<file path="src/rtl/vmem_scanner_pkg.sv">
// vscan_pkg: shared types and constants for the video memory scanner.
//   vscan_state_e : scanner FSM state
//   WORD_BITS     : width of one video memory word (one row of pixels)
//   COL_BITS      : column index width (32 columns per row)
//   ROW_BITS      : row index width (up to 128 rows)
//   ADDR_BITS     : byte address width of the video read port
package vscan_pkg;

   localparam int unsigned WORD_BITS = 32;
   localparam int unsigned COL_BITS  = 5;
   localparam int unsigned ROW_BITS  = 7;
   localparam int unsigned ADDR_BITS = 9;
   localparam int unsigned BCNT_BITS = 8;

   typedef enum logic [1:0] {
      StIdle  = 2'd0,
      StFetch = 2'd1,
      StShift = 2'd2,
      StBlank = 2'd3
   } vscan_state_e;

endpackage

</file>
<file path="src/rtl/vmem_scanner_if.sv">
// vmem_scanner_if: video read port plus pixel stream of the scanner.
//   vaddr/vdata        : combinational word read from video memory
//   pix_valid/ready    : pixel stream handshake
//   pix_data/row/col   : current pixel and its coordinates
//   pix_eol            : last pixel of a row
//   frame_start/done   : frame boundary pulses
// master = scanner side, slave = memory + display sink side.
interface vmem_scanner_if;
   import vscan_pkg::*;

   logic [ADDR_BITS-1:0] vaddr;
   logic [WORD_BITS-1:0] vdata;
   logic                 pix_valid;
   logic                 pix_ready;
   logic                 pix_data;
   logic [ROW_BITS-1:0]  pix_row;
   logic [COL_BITS-1:0]  pix_col;
   logic                 pix_eol;
   logic                 frame_start;
   logic                 frame_done;

   modport master (
      output vaddr,
      input  vdata,
      output pix_valid,
      input  pix_ready,
      output pix_data,
      output pix_row,
      output pix_col,
      output pix_eol,
      output frame_start,
      output frame_done
   );

   modport slave (
      input  vaddr,
      output vdata,
      input  pix_valid,
      output pix_ready,
      input  pix_data,
      input  pix_row,
      input  pix_col,
      input  pix_eol,
      input  frame_start,
      input  frame_done
   );

endinterface

</file>
<file path="src/rtl/vmem_scanner_shiftreg.sv">
// vscan_shiftreg: 32-bit load/shift-left register, async active-high reset.
//   clk, reset : clock and asynchronous reset (clears to 0)
//   load_i     : capture din_i (has priority over shift_i)
//   shift_i    : shift left by one, zero fill
//   din_i      : parallel load data
//   q_o        : register contents; q_o[MSB] is the current pixel
module vscan_shiftreg
   import vscan_pkg::*;
(
   input  logic                 clk,
   input  logic                 reset,
   input  logic                 load_i,
   input  logic                 shift_i,
   input  logic [WORD_BITS-1:0] din_i,
   output logic [WORD_BITS-1:0] q_o
);

   logic [WORD_BITS-1:0] shreg_q, shreg_d;

   always_comb begin
      shreg_d = shreg_q;
      if (load_i) begin
         shreg_d = din_i;
      end else if (shift_i) begin
         shreg_d = {shreg_q[WORD_BITS-2:0], 1'b0};
      end
   end

   always_ff @(posedge clk or posedge reset) begin
      if (reset) begin
         shreg_q <= '0;
      end else begin
         shreg_q <= shreg_d;
      end
   end

   assign q_o = shreg_q;

endmodule

</file>
<file path="src/rtl/vmem_scanner.sv">
// vmem_scanner: reads a 1-bit-per-pixel frame from video memory, one 32-bit
// word per row, and streams it out pixel by pixel over a valid/ready port.
//   clk    : clock, all state on rising edge
//   reset  : asynchronous active-high reset, aborts any frame in progress
//   enable : permits a new frame (looked at only in IDLE and at end of BLANK)
//   bus    : video read port + pixel stream (vmem_scanner_if.master)
// Parameters: BASE (byte address of row 0), ROWS (rows per frame),
// BLANK (idle cycles after each frame).
module vmem_scanner
   import vscan_pkg::*;
#(
   parameter logic [ADDR_BITS-1:0] BASE  = 9'h000,
   parameter int unsigned          ROWS  = 32,
   parameter int unsigned          BLANK = 16
) (
   input logic            clk,
   input logic            reset,
   input logic            enable,
   vmem_scanner_if.master bus
);

   vscan_state_e         state_q, state_d;
   logic [ROW_BITS-1:0]  row_q, row_d;
   logic [COL_BITS-1:0]  col_q, col_d;
   logic [ADDR_BITS-1:0] vaddr_q, vaddr_d;
   logic [BCNT_BITS-1:0] blank_cnt_q, blank_cnt_d;
   logic                 frame_start_q, frame_start_d;
   logic                 frame_done_q, frame_done_d;
   logic [WORD_BITS-1:0] shreg;
   logic                 xfer;
   logic                 last_col;
   logic                 last_row;

   assign xfer     = (state_q == StShift) && bus.pix_ready;
   assign last_col = (col_q == '1);
   assign last_row = (row_q == ROW_BITS'(ROWS - 1));

   always_comb begin
      state_d       = state_q;
      row_d         = row_q;
      col_d         = col_q;
      vaddr_d       = vaddr_q;
      blank_cnt_d   = blank_cnt_q;
      frame_start_d = 1'b0;
      frame_done_d  = 1'b0;

      unique case (state_q)
         StIdle: begin
            if (enable) begin
               state_d       = StFetch;
               row_d         = '0;
               frame_start_d = 1'b1;
            end
         end
         StFetch: begin
            state_d = StShift;
            col_d   = '0;
         end
         StShift: begin
            if (xfer) begin
               // 5-bit column wraps to 0 after col 31
               col_d = col_q + COL_BITS'(1);
               if (last_col) begin
                  if (last_row) begin
                     state_d      = StBlank;
                     row_d        = '0;
                     blank_cnt_d  = '0;
                     frame_done_d = 1'b1;
                  end else begin
                     state_d = StFetch;
                     row_d   = row_q + ROW_BITS'(1);
                  end
               end
            end
         end
         StBlank: begin
            if (blank_cnt_q == BCNT_BITS'(BLANK - 1)) begin
               blank_cnt_d = '0;
               if (enable) begin
                  state_d       = StFetch;
                  row_d         = '0;
                  frame_start_d = 1'b1;
               end else begin
                  state_d = StIdle;
               end
            end else begin
               blank_cnt_d = blank_cnt_q + BCNT_BITS'(1);
            end
         end
         default: state_d = StIdle;
      endcase

      // vdata is combinational from vaddr, so the address is registered on
      // entry to FETCH and is already stable for the whole FETCH cycle.
      if (state_d == StFetch) begin
         vaddr_d = BASE + {row_d, 2'b00};
      end
   end

   always_ff @(posedge clk or posedge reset) begin
      if (reset) begin
         state_q       <= StIdle;
         row_q         <= '0;
         col_q         <= '0;
         vaddr_q       <= BASE;
         blank_cnt_q   <= '0;
         frame_start_q <= 1'b0;
         frame_done_q  <= 1'b0;
      end else begin
         state_q       <= state_d;
         row_q         <= row_d;
         col_q         <= col_d;
         vaddr_q       <= vaddr_d;
         blank_cnt_q   <= blank_cnt_d;
         frame_start_q <= frame_start_d;
         frame_done_q  <= frame_done_d;
      end
   end

   vscan_shiftreg u_shiftreg (
      .clk     (clk),
      .reset   (reset),
      .load_i  (state_q == StFetch),
      .shift_i (xfer),
      .din_i   (bus.vdata),
      .q_o     (shreg)
   );

   assign bus.vaddr       = vaddr_q;
   assign bus.pix_valid   = (state_q == StShift);
   assign bus.pix_data    = shreg[WORD_BITS-1];
   assign bus.pix_row     = row_q;
   assign bus.pix_col     = col_q;
   assign bus.pix_eol     = (state_q == StShift) && last_col;
   assign bus.frame_start = frame_start_q;
   assign bus.frame_done  = frame_done_q;

endmodule
</file>
<file path="src/flat_wrapper.sv">
// flat-port wrapper written by rule: the top's interface ports become plain ports
module vmem_scanner_flat import vscan_pkg::*;
#(
   parameter logic [ADDR_BITS-1:0] BASE  = 9'h000,
   parameter int unsigned          ROWS  = 32,
   parameter int unsigned          BLANK = 16
)
  (clk, reset, enable, bus_vaddr, bus_vdata, bus_pix_valid, bus_pix_ready, bus_pix_data, bus_pix_row, bus_pix_col, bus_pix_eol, bus_frame_start, bus_frame_done);
  vmem_scanner_if bus_i ();
  input logic clk;
  input logic reset;
  input logic enable;
  output wire logic [$bits(bus_i.vaddr)-1:0] bus_vaddr;
  input wire logic [$bits(bus_i.vdata)-1:0] bus_vdata;
  output wire logic [$bits(bus_i.pix_valid)-1:0] bus_pix_valid;
  input wire logic [$bits(bus_i.pix_ready)-1:0] bus_pix_ready;
  output wire logic [$bits(bus_i.pix_data)-1:0] bus_pix_data;
  output wire logic [$bits(bus_i.pix_row)-1:0] bus_pix_row;
  output wire logic [$bits(bus_i.pix_col)-1:0] bus_pix_col;
  output wire logic [$bits(bus_i.pix_eol)-1:0] bus_pix_eol;
  output wire logic [$bits(bus_i.frame_start)-1:0] bus_frame_start;
  output wire logic [$bits(bus_i.frame_done)-1:0] bus_frame_done;
  assign bus_vaddr = bus_i.vaddr;
  assign bus_i.vdata = bus_vdata;
  assign bus_pix_valid = bus_i.pix_valid;
  assign bus_i.pix_ready = bus_pix_ready;
  assign bus_pix_data = bus_i.pix_data;
  assign bus_pix_row = bus_i.pix_row;
  assign bus_pix_col = bus_i.pix_col;
  assign bus_pix_eol = bus_i.pix_eol;
  assign bus_frame_start = bus_i.frame_start;
  assign bus_frame_done = bus_i.frame_done;
  vmem_scanner #(.BASE(BASE), .ROWS(ROWS), .BLANK(BLANK)) u_core (.clk(clk), .reset(reset), .enable(enable), .bus(bus_i));
endmodule
</file>
<file path="config.mk">
export PLATFORM = sky130hd
export DESIGN_NAME = vmem_scanner_flat
export DESIGN_NICKNAME = d
export VERILOG_FILES = /design/src/rtl/vmem_scanner_pkg.sv /design/src/rtl/vmem_scanner_if.sv /design/src/rtl/vmem_scanner_shiftreg.sv /design/src/rtl/vmem_scanner.sv /design/src/flat_wrapper.sv
export SDC_FILE = /design/constraint.sdc
export NUM_CORES = 1
export LEC_CHECK = 0
export BUFFER_PORTS_ARGS = -buffer_cell sky130_fd_sc_hd__buf_2
export CAP_MARGIN = 20
export CELL_PAD_IN_SITES_DETAIL_PLACEMENT = 2
export CELL_PAD_IN_SITES_GLOBAL_PLACEMENT = 2
export CORE_UTILIZATION = 31
export DETAILED_ROUTE_END_ITERATION = 10
export GPL_TIMING_DRIVEN = 0
export PLACE_DENSITY_LB_ADDON = 0.25
export SLEW_MARGIN = 20
export SYNTH_ARGS = -nofsm -noshare
export SYNTH_HDL_FRONTEND = slang
export SYNTH_SLANG_ARGS = --single-unit
</file>
<file path="constraint.sdc">
create_clock -name clk -period 2.48 [get_ports clk]
set_input_delay 0.248 -clock clk [delete_from_list [all_inputs] [get_ports clk]]
set_output_delay 0.248 -clock clk [all_outputs]
set_load 0.05 [all_outputs]
</file>
* Word level (Yosys, flattened, before mapping) *
Cells that the tools add are included.
Widths: inputs -> output; s select.

operators by class
  $add $sub $neg = 3
  eq/ne operators = 10
  mux-type cells = 29
  reduce and logical (&&, ||, !) cells = 8

operators with widths
  cell                 number
  $mux 32              2
  $mux 7               5
  $mux 8               4
  $pmux 7 s3           1
  $pmux 8 s2           1
  $mux 2               5
  $pmux 5 s2           1
  $add 8x1->8 const B  1
  $eq 8x4->1 const B   1
  $pmux 2 s4           1
  $add 7x1->7 const B  1
  $eq 7x5->1 const B   1
  $mux 1               7
  $ne 2x1->1 const B   3
  $reduce_bool 2->1    3
  $add 5x1->5 const B  1
  $eq 5x5->1 const B   1
  $mux 5               1
  $eq 2x1->1 const B   2
  $eq 2x2->1 const B   2
  $reduce_and 4->1     1
  $logic_and 1x1->1    2
  $logic_not 2->1      1
  $pmux 1 s2           1
  $reduce_and 2->1     1

storage, ports and cells
  flip-flop bits (word level) = 63
  input bits = 36
  logic and storage cells = 58

* Longest topological paths before layout *
Gate-level depths: netlist of run 1.

  depth in word-level cells = 6
  mapped depth = 10

* Hierarchy *
Synthesis of run 1 repeated with hierarchy kept, for this count alone.

second synthesis, totals
  cells, all modules = 319
  area, all modules = 3314.4 sq um

by module, submodules not included
  module          times used  cells an instance  area each (sq um)  seq. area each (sq um)
  vmem_scanner    1           179                1795.5             775.7
  vscan_shiftreg  1           140                1519.0             800.8

* Worst setup path after synthesis of run 1 *
OpenSTA, ideal clock, no wires.

  path kind = flip-flop to flip-flop
  start point = reg u_core.col_q[0] (netlist: u_core.bus.pix_col[0])
  end point = reg u_core.vaddr_q[8] (netlist: u_core.bus.vaddr[8])
  setup time = 125 ps
  data arrival time = 2493 ps
  data required time = 2355 ps
  setup slack = -137 ps
  stages on the path, launching flop included = 10
  cell sequence = dfrtp_1 ha_1 and3_1 ha_1 and4_1 clkbuf_1 nand4_1 and3_1 a211o_2 mux2_2

on the way
  elaborated cells on any way between the ends = 8

RTL lines
  what                       RTL line             RTL
  start: declaration         vmem_scanner.sv:24   logic [COL_BITS-1:0] col_q, col_d;
  start signal: assignment   vmem_scanner.sv:112  col_q <= col_d;
  $eq 5x5->1                 vmem_scanner.sv:35   assign last_col = (col_q == '1);
  $mux 7                     vmem_scanner.sv:63   if (last_col) begin
  $mux 7                     vmem_scanner.sv:60   if (xfer) begin
  $pmux 7 s3                 vmem_scanner.sv:47   unique case (state_q)
  named net u_core.row_d[6]  vmem_scanner.sv:23   logic [ROW_BITS-1:0] row_q, row_d;
  end signal: assignment     vmem_scanner.sv:113  vaddr_q <= vaddr_d;
  end: declaration           vmem_scanner.sv:25   logic [ADDR_BITS-1:0] vaddr_q, vaddr_d;

The timed path passes the listed nets, and every way through them passes these cells.
A chain may end at the register's enable or synchronous reset.

* Final worst setup path of run 1 *
  start point = reg u_core.col_q[0] (netlist: u_core.bus.pix_col[0])
  end point = reg u_core.vaddr_q[2] (netlist: u_core.bus.vaddr[2])

on the way
  word-level cells in the longest chain between the ends = 5
  elaborated cells on any way between the ends = 8

ends and longest elaborated chain
  what            RTL line            RTL
  $eq 5x5->1 (*)  vmem_scanner.sv:35
  $mux 2          vmem_scanner.sv:63
  $mux 2          vmem_scanner.sv:60
  $pmux 2 s4      vmem_scanner.sv:47
  $eq 2x1->1      vmem_scanner.sv:95  if (state_d == StFetch) begin

Mark *: on every way between the ends. The rest lies on a longest branch, timed or not.

==> results of run 1 <==
[per-layer routing]
metal | global-route usage [%] | share of wire, % | vias to the layer above
met3 | 4.594 | 3.4 | 10
met2 | 26.62 | 48 | 44
met5 | 0 | 0 | -
met1 | 21.35 | 47 | 1288
met4 | 5.204 | 1.3 | 0
li1 | - | - | 1273
[logic make-up (layout without fill, tap and decap cells)]
logic type                 Yosys count  in the layout
AOI/OAI and AO/OA                   74             74
buffers and inverters               27            101
muxes                               41             41
xor gates and xnor gates             2              2
other                                1              2
DFF                                 63             63
adders and majority gates            8              8
and+or+nand+nor                    104            104
[registers in the layout, summed over array words and instances, names as in the netlist]
name and flops:
u_core.bus.pix_col 5, u_core.bus.vaddr 7, u_core.bus.pix_row 7, u_core.bus.frame_done 1
u_core.state_q 2, u_core.bus.frame_start 1, u_core.blank_cnt_q 8, u_core.u_shiftreg.q_o 32
[worst min-delay path: cells and delay by family]
kind,cells,cell delay [ns]
buf+inv,1,0.07
simple gates,1,0.04
compound gates,1,0.06
[what timing repair did]
| item | in CTS | in global routing |
|---|---|---|
| endpoints found under the hold margin | 9 | 0 |
| resized for setup | 6 | 7 |
| hold buffers | 1 | 0 |
| setup endpoints to repair | 16 | 9 |
[power breakdown]
group / switching, uW / internal (uW) / leakage (uW)
clock: 433 / 563 / 0.000102
combinational: 45.8 / 29.9 / 0.00108
sequential: 1.56 / 1030 / 0.000845
[cell type report]
class                           count  area share, %
Timing Repair Buffer               60          8.304
Inverter                            6         0.6339
Clock inverter                      6          2.155
Clock buffer                       10          3.233
Buffer                             19          2.314
Sequential cell                    63          40.00
Multi-Input combinational cell    231          39.14
Tap cell                          133          4.216
[layout by cell type, fill, tap and decap left out, drive strengths merged, types with 3 or more instances in the layout]
| master | netlist | final |
|---|---|---|
| a21oi | 5 | 5 |
| a22o | 5 | 5 |
| a31oi | 4 | 4 |
| and3 | 5 | 5 |
| buf | 6 | 66 |
| clkbuf | 15 | 22 |
| dfrtp | 63 | 63 |
| ha | 8 | 8 |
| inv | 6 | 6 |
| mux2 | 9 | 9 |
| mux2i | 32 | 32 |
| nand2 | 53 | 53 |
| nand2b | 4 | 4 |
| nand3 | 9 | 9 |
| nor2 | 8 | 8 |
| nor3 | 5 | 5 |
| nor3b | 3 | 3 |
| o21ai | 45 | 45 |
| o31ai | 3 | 3 |
[through the flow]
stage	area [sq um]	utilization, %	power, uW
after CTS	3936	39.72	2128
after detailed placement	3711	37.45	1126
final	3948	39.84	2101
after global routing	3948	39.84	2174
after floorplan	3224	-	1081
after global placement	3681	37.15	1118
[path summary, 6_finish.rpt]
| path | start | endpoint | slack (ns) | cells after the start |
|---|---|---|---|---|
| worst max-delay path | u_core.bus.pix_col[0] | u_core.bus.vaddr[2] | 0.15 | 9 |
| worst min-delay path | bus_vdata[14] | u_core.u_shiftreg.q_o[14] | 0.11 | 3 |
| worst max register to register | u_core.bus.pix_col[0] | u_core.bus.vaddr[2] | 0.15 | 9 |
| worst min register to register | u_core.bus.vaddr[5] | u_core.bus.vaddr[5] | 0.51 | 1 |
| max in group asynchronous | reset | u_core.bus.pix_col[0] | 1.61 | 4 |
| min in group asynchronous | reset | u_core.u_shiftreg.q_o[21] | 0.35 | 3 |
==> flow_summary.ini, run 1 <==
[outcome]
status = completed

[drt]
via_per_inst = 4.953
drt_iter0_markers = 45
drt-total-wl_um = 8438
postRouteAntennaNets = 0
drc = 0
dr.pass1.iters = 3
num_vias = 2615
drt-wirelength-per-cell_um = 15.98

[timing]
final_max_slew_viol_count = 0
fin_tns_setup_ns = 0
setup_viol = 0
fmaxAchievable_mhz = 429.8
worst_slack_ns = 0.1532
fin_skew_ns = 0.009268
slew_headroom_pct = 54.77
fin_crit_sh_pct = 93.82
fin_crit_ns = 2.327
whs_ns = 0.1054
hold_viol_final = 0
rsz0062_at_grt = yes
tightest_slew_ns = 0.6784

[synthesis]
synth_cells = 320
synth.area.mux_share_pct = 13.23
syn-cell-area_sq_mm = 0.003216
yosys.area.top_type = dfrtp_1
yosys.area_share.simple_pct = 16.34
yosys.area.top_type_share_pct = 49.03
yosysWarnings = 0
post-synth-top-count-cell = dfrtp_1
synthTopCellsByCount = dfrtp_1 (63), nand2_1 (53), o21ai_0 (44)
synth.avg_cell_area_sq_um = 10.05
synth-edff-count = 0
synth-xor-area-share_pct = 0.5447
synth_flop_cell = dfrtp_1
synth_compound_area_share_pct = 14.01
yosys.area_share.adder_pct = 3.113
ys_seq_elements = 63
synthDistinctLibCells = 51
synth_top_family_by_area = simple AND/OR/NAND/NOR gates
synth.area.top_cells = dfrtp_1 (49%), mux2i_1 (10%), o21ai_0 (6.8%)
async_flop_share_pct = 100.0
ys_seq_area_share_pct = 49.03

[setup_path]
cp_cell_sequence = ha_2 > and3_1 > ha_2 > and4_4 > a22o_1 > nand3b_1 > and3b_1 > buf_4 > mux2_2
critPathArrivalTime_ns = 2.56
worstPathRequired_ns = 2.71
cp_slowest_cell = dfrtp_2
setup.worst_path.class = flip-flop to flip-flop
cp-end-kind = flip-flop
path_buf_inv = 1
critPathMostFrequentCell = ha_2
path_max_fanout = 7
max_stage_delay_ns = 0.44
cp-start-kind = flip-flop
crit_family = simple AND/OR/NAND/NOR gates

[grt]
grt_pass1_vias = 2814
grt_antenna_before_repair = 0
grt_max_degree = 55
grt_pass1_wl_um = 14190
gr-usage-all-layers_pct = 16.50
grt_overflow = 0

[clock_network]
cts-buffers-inserted = 9
clkTransAtPathRegs_ns = 0.08
cts-root-buf = clkbuf_8
cts_tree = done
clock-sinks = 63
cts.htree.levels = 3
cts_buffer_depth = 2
cts_setup_buffers = 0
clk_latency_ns = 0.35

[floorplanning]
io-pin-count = 62
fp.coreArea_sq_mm = 0.009910
die_area_sq_mm = 0.01078
initial_core_util_pct = 32.45
rows = 36
die_h_um = 103.8
die-width_um = 103.8

[place]
dp_worst_setup_slack_ns = -0.1613
placed_cells = 513
dp_hpwl_um = 6071
numPortBuffers = 58
place_congestion = 0.7224

[flow_run]
drv_cap = 0

[final_layout]
multi_input_area_sq_mm = 0.001545
stdcell_count = 528
drive_gt1_share_pct = 28.10
seq_area_sq_mm = 0.001579
nFillCells = 1128
area_delta_synth_final_pct = 22.76
diodes = 0
finish.net_count = 434

[pwr]
p_per_area_mw_per_mm2 = 532.1
leakagePower_uw = 0.002027
vdd.ir_drop.worst_mv = 0.2679

[min_path]
hp-class = input pin to flip-flop
Note: power is estimated with default switching activity, not from simulation.
==> inputs of run 2 (changes only) <==
CORE_MARGIN = 10   (was not set)
==> flow_summary.ini, run 2 (synthesized netlist as in run 1, its figures left out) <==
[setup_path]
path_buf_inv = 1
max_stage_delay_ns = 0.44
worstPathRequired_ns = 2.71
worstReg2RegStart = u_core.bus.pix_col[0]
cp_cell_sequence = ha_2 > and3_1 > ha_2 > nand2_1 > a211oi_2 > a311o_1 > and3b_1 > buf_4 > mux2_4
setup.worst_path.class = flip-flop to flip-flop
cp_slowest_cell = dfrtp_2
path_max_fanout = 7
cp-start-kind = flip-flop
reg2reg_depth = 9
critPathArrivalTime_ns = 2.57
cp-end-kind = flip-flop
ff2ff_setup_slack_ns = 0.14
crit_family = simple AND/OR/NAND/NOR gates
crit-reg2reg-capture = u_core.bus.vaddr[7]
critPathMostFrequentCell = ha_2

[place]
numPortBuffers = 58
place_congestion = 0.7538
dp_hpwl_um = 6486
placed_cells = 516

[timing]
rsz0062_at_grt = no
slew_headroom_pct = 58.24
fin_tns_setup_ns = 0
fin_skew_ns = 0.004491
fin_crit_ns = 2.341
final_max_slew_viol_count = 0
tightest_slew_ns = 0.6264
fmaxAchievable_mhz = 427.1
hold_viol_final = 0
fin_crit_sh_pct = 94.41
setup_viol = 0

[grt]
grt_overflow = 0
grt_max_degree = 34
gr-usage-all-layers_pct = 12.49
grt_pass1_vias = 2975
grt_antenna_before_repair = 1
grt_pass1_wl_um = 15070

[drt]
drt_iter0_markers = 74
num_vias = 2658
drc = 0
postRouteAntennaNets = 0
drt-wirelength-per-cell_um = 16.59
drt-total-wl_um = 8810
dr.pass1.iters = 4
via_per_inst = 5.006

[clock_network]
clk_latency_ns = 0.34
cts-buffers-inserted = 9
cts.htree.levels = 3
cts_setup_buffers = 0
cts-root-buf = clkbuf_8
cts_tree = done
clock-sinks = 63
clkTransAtPathRegs_ns = 0.07
cts_buffer_depth = 2

[final_layout]
seq_area_sq_mm = 0.001579
largest_reg_flops = 32
finish.net_count = 435
drive_gt1_share_pct = 27.59
area_delta_synth_final_pct = 22.30
nFillCells = 1145
layout_common_cells = buf_2 (61), dfrtp_1 (61), nand2_1 (53)
multi_input_area_sq_mm = 0.001543
diodes = 0
stdcell_count = 531

[floorplanning]
initial_core_util_pct = 31.43
die_h_um = 121.8
die-width_um = 121.8
die_area_sq_mm = 0.01485
rows = 37
fp.coreArea_sq_mm = 0.01023
io-pin-count = 62

[min_path]
min_to = u_core.u_shiftreg.q_o[1]
hp-class = input pin to flip-flop
hp-start = bus_vdata[1]
holdPathStages = 3

[pwr]
leakagePower_uw = 0.002025
vdd.ir_drop.worst_mv = 0.2379
p_per_area_mw_per_mm2 = 513.2
total_power_uw = 2018

[outcome]
status = completed

[flow_run]
drv_cap = 0
## run 2: cell types whose count changed in the layout (fill, tap and decap cells not counted), sizes merged
cell	before	now
clkinv	2	3
bufinv	2	1
clkinvlp	2	0
clkbuf	22	25
buf	66	65
## run 2: where the power goes
group / internal [uW] / switching, uW
combinational: 28.5 / 44.7
sequential: 1030 / 1.58
clock: 508 / 407
## run 2: cell type report
| class | instances | share of cell area [%] |
|---|---|---|
| Clock buffer | 11 | 3.850 |
| Inverter | 6 | 0.6363 |
| Multi-Input combinational cell | 231 | 39.23 |
| Tap cell | 136 | 4.327 |
| Sequential cell | 63 | 40.15 |
| Clock inverter | 4 | 1.145 |
| Timing Repair Buffer | 60 | 8.145 |
| Buffer | 20 | 2.514 |
## run 2: repair_timing
item	in CTS	in global routing
hold endpoints to repair	30	0
setup endpoints to repair	13	12
hold buffers	1	0
pin swaps	0	0
gates resized for setup	5	9
## run 2: worst max-delay path by stage
stage | from | slack, ns | endpoint | depth (start not counted)
finish | u_core.bus.pix_col[0] | 0.14 | u_core.bus.vaddr[7] | 9
global route | u_core.bus.pix_col[1] | 0.02 | u_core.bus.vaddr[4] | 9
CTS | u_core.state_q[0] | 0.07 | bus_pix_eol | 6
detailed placement | u_core.bus.pix_col[0] | -0.17 | u_core.blank_cnt_q[0] | 8
global placement | reset | -0.43 | u_core.bus.pix_col[0] | 2
floorplan | u_core.bus.pix_col[0] | 0.01 | u_core.bus.vaddr[2] | 10
## run 2: routing by layer
metal | GRT usage, % | up-vias | share of wire [%]
met5 | 0 | - | 0.15
met4 | 3.353 | 2 | 1.2
met3 | 4.394 | 8 | 5.2
met2 | 20.19 | 49 | 48
met1 | 15.47 | 1320 | 46
li1 | - | 1279 | -
## run 2: per-stage QoR
| stage | hold WS, ns | utilization (%) | setup WS [ns] | instance area, sq um |
|---|---|---|---|---|
| after detailed placement | 0.2819 | 36.24 | -0.1736 | 3707 |
| after floorplan | 0.3690 | - | 0.01034 | 3224 |
| final | 0.1072 | 38.44 | 0.1387 | 3933 |
| after CTS | 0.09577 | 38.27 | 0.06877 | 3915 |
| after global placement | 0.4575 | 36.02 | -0.4291 | 3685 |
| after global routing | 0.1136 | 38.44 | 0.01558 | 3933 |
## run 2: worst min-delay path, cell delays in order
cell and delay, ns:
buf_2 0.07, nand2_1 0.04, o21ai_0 0.06
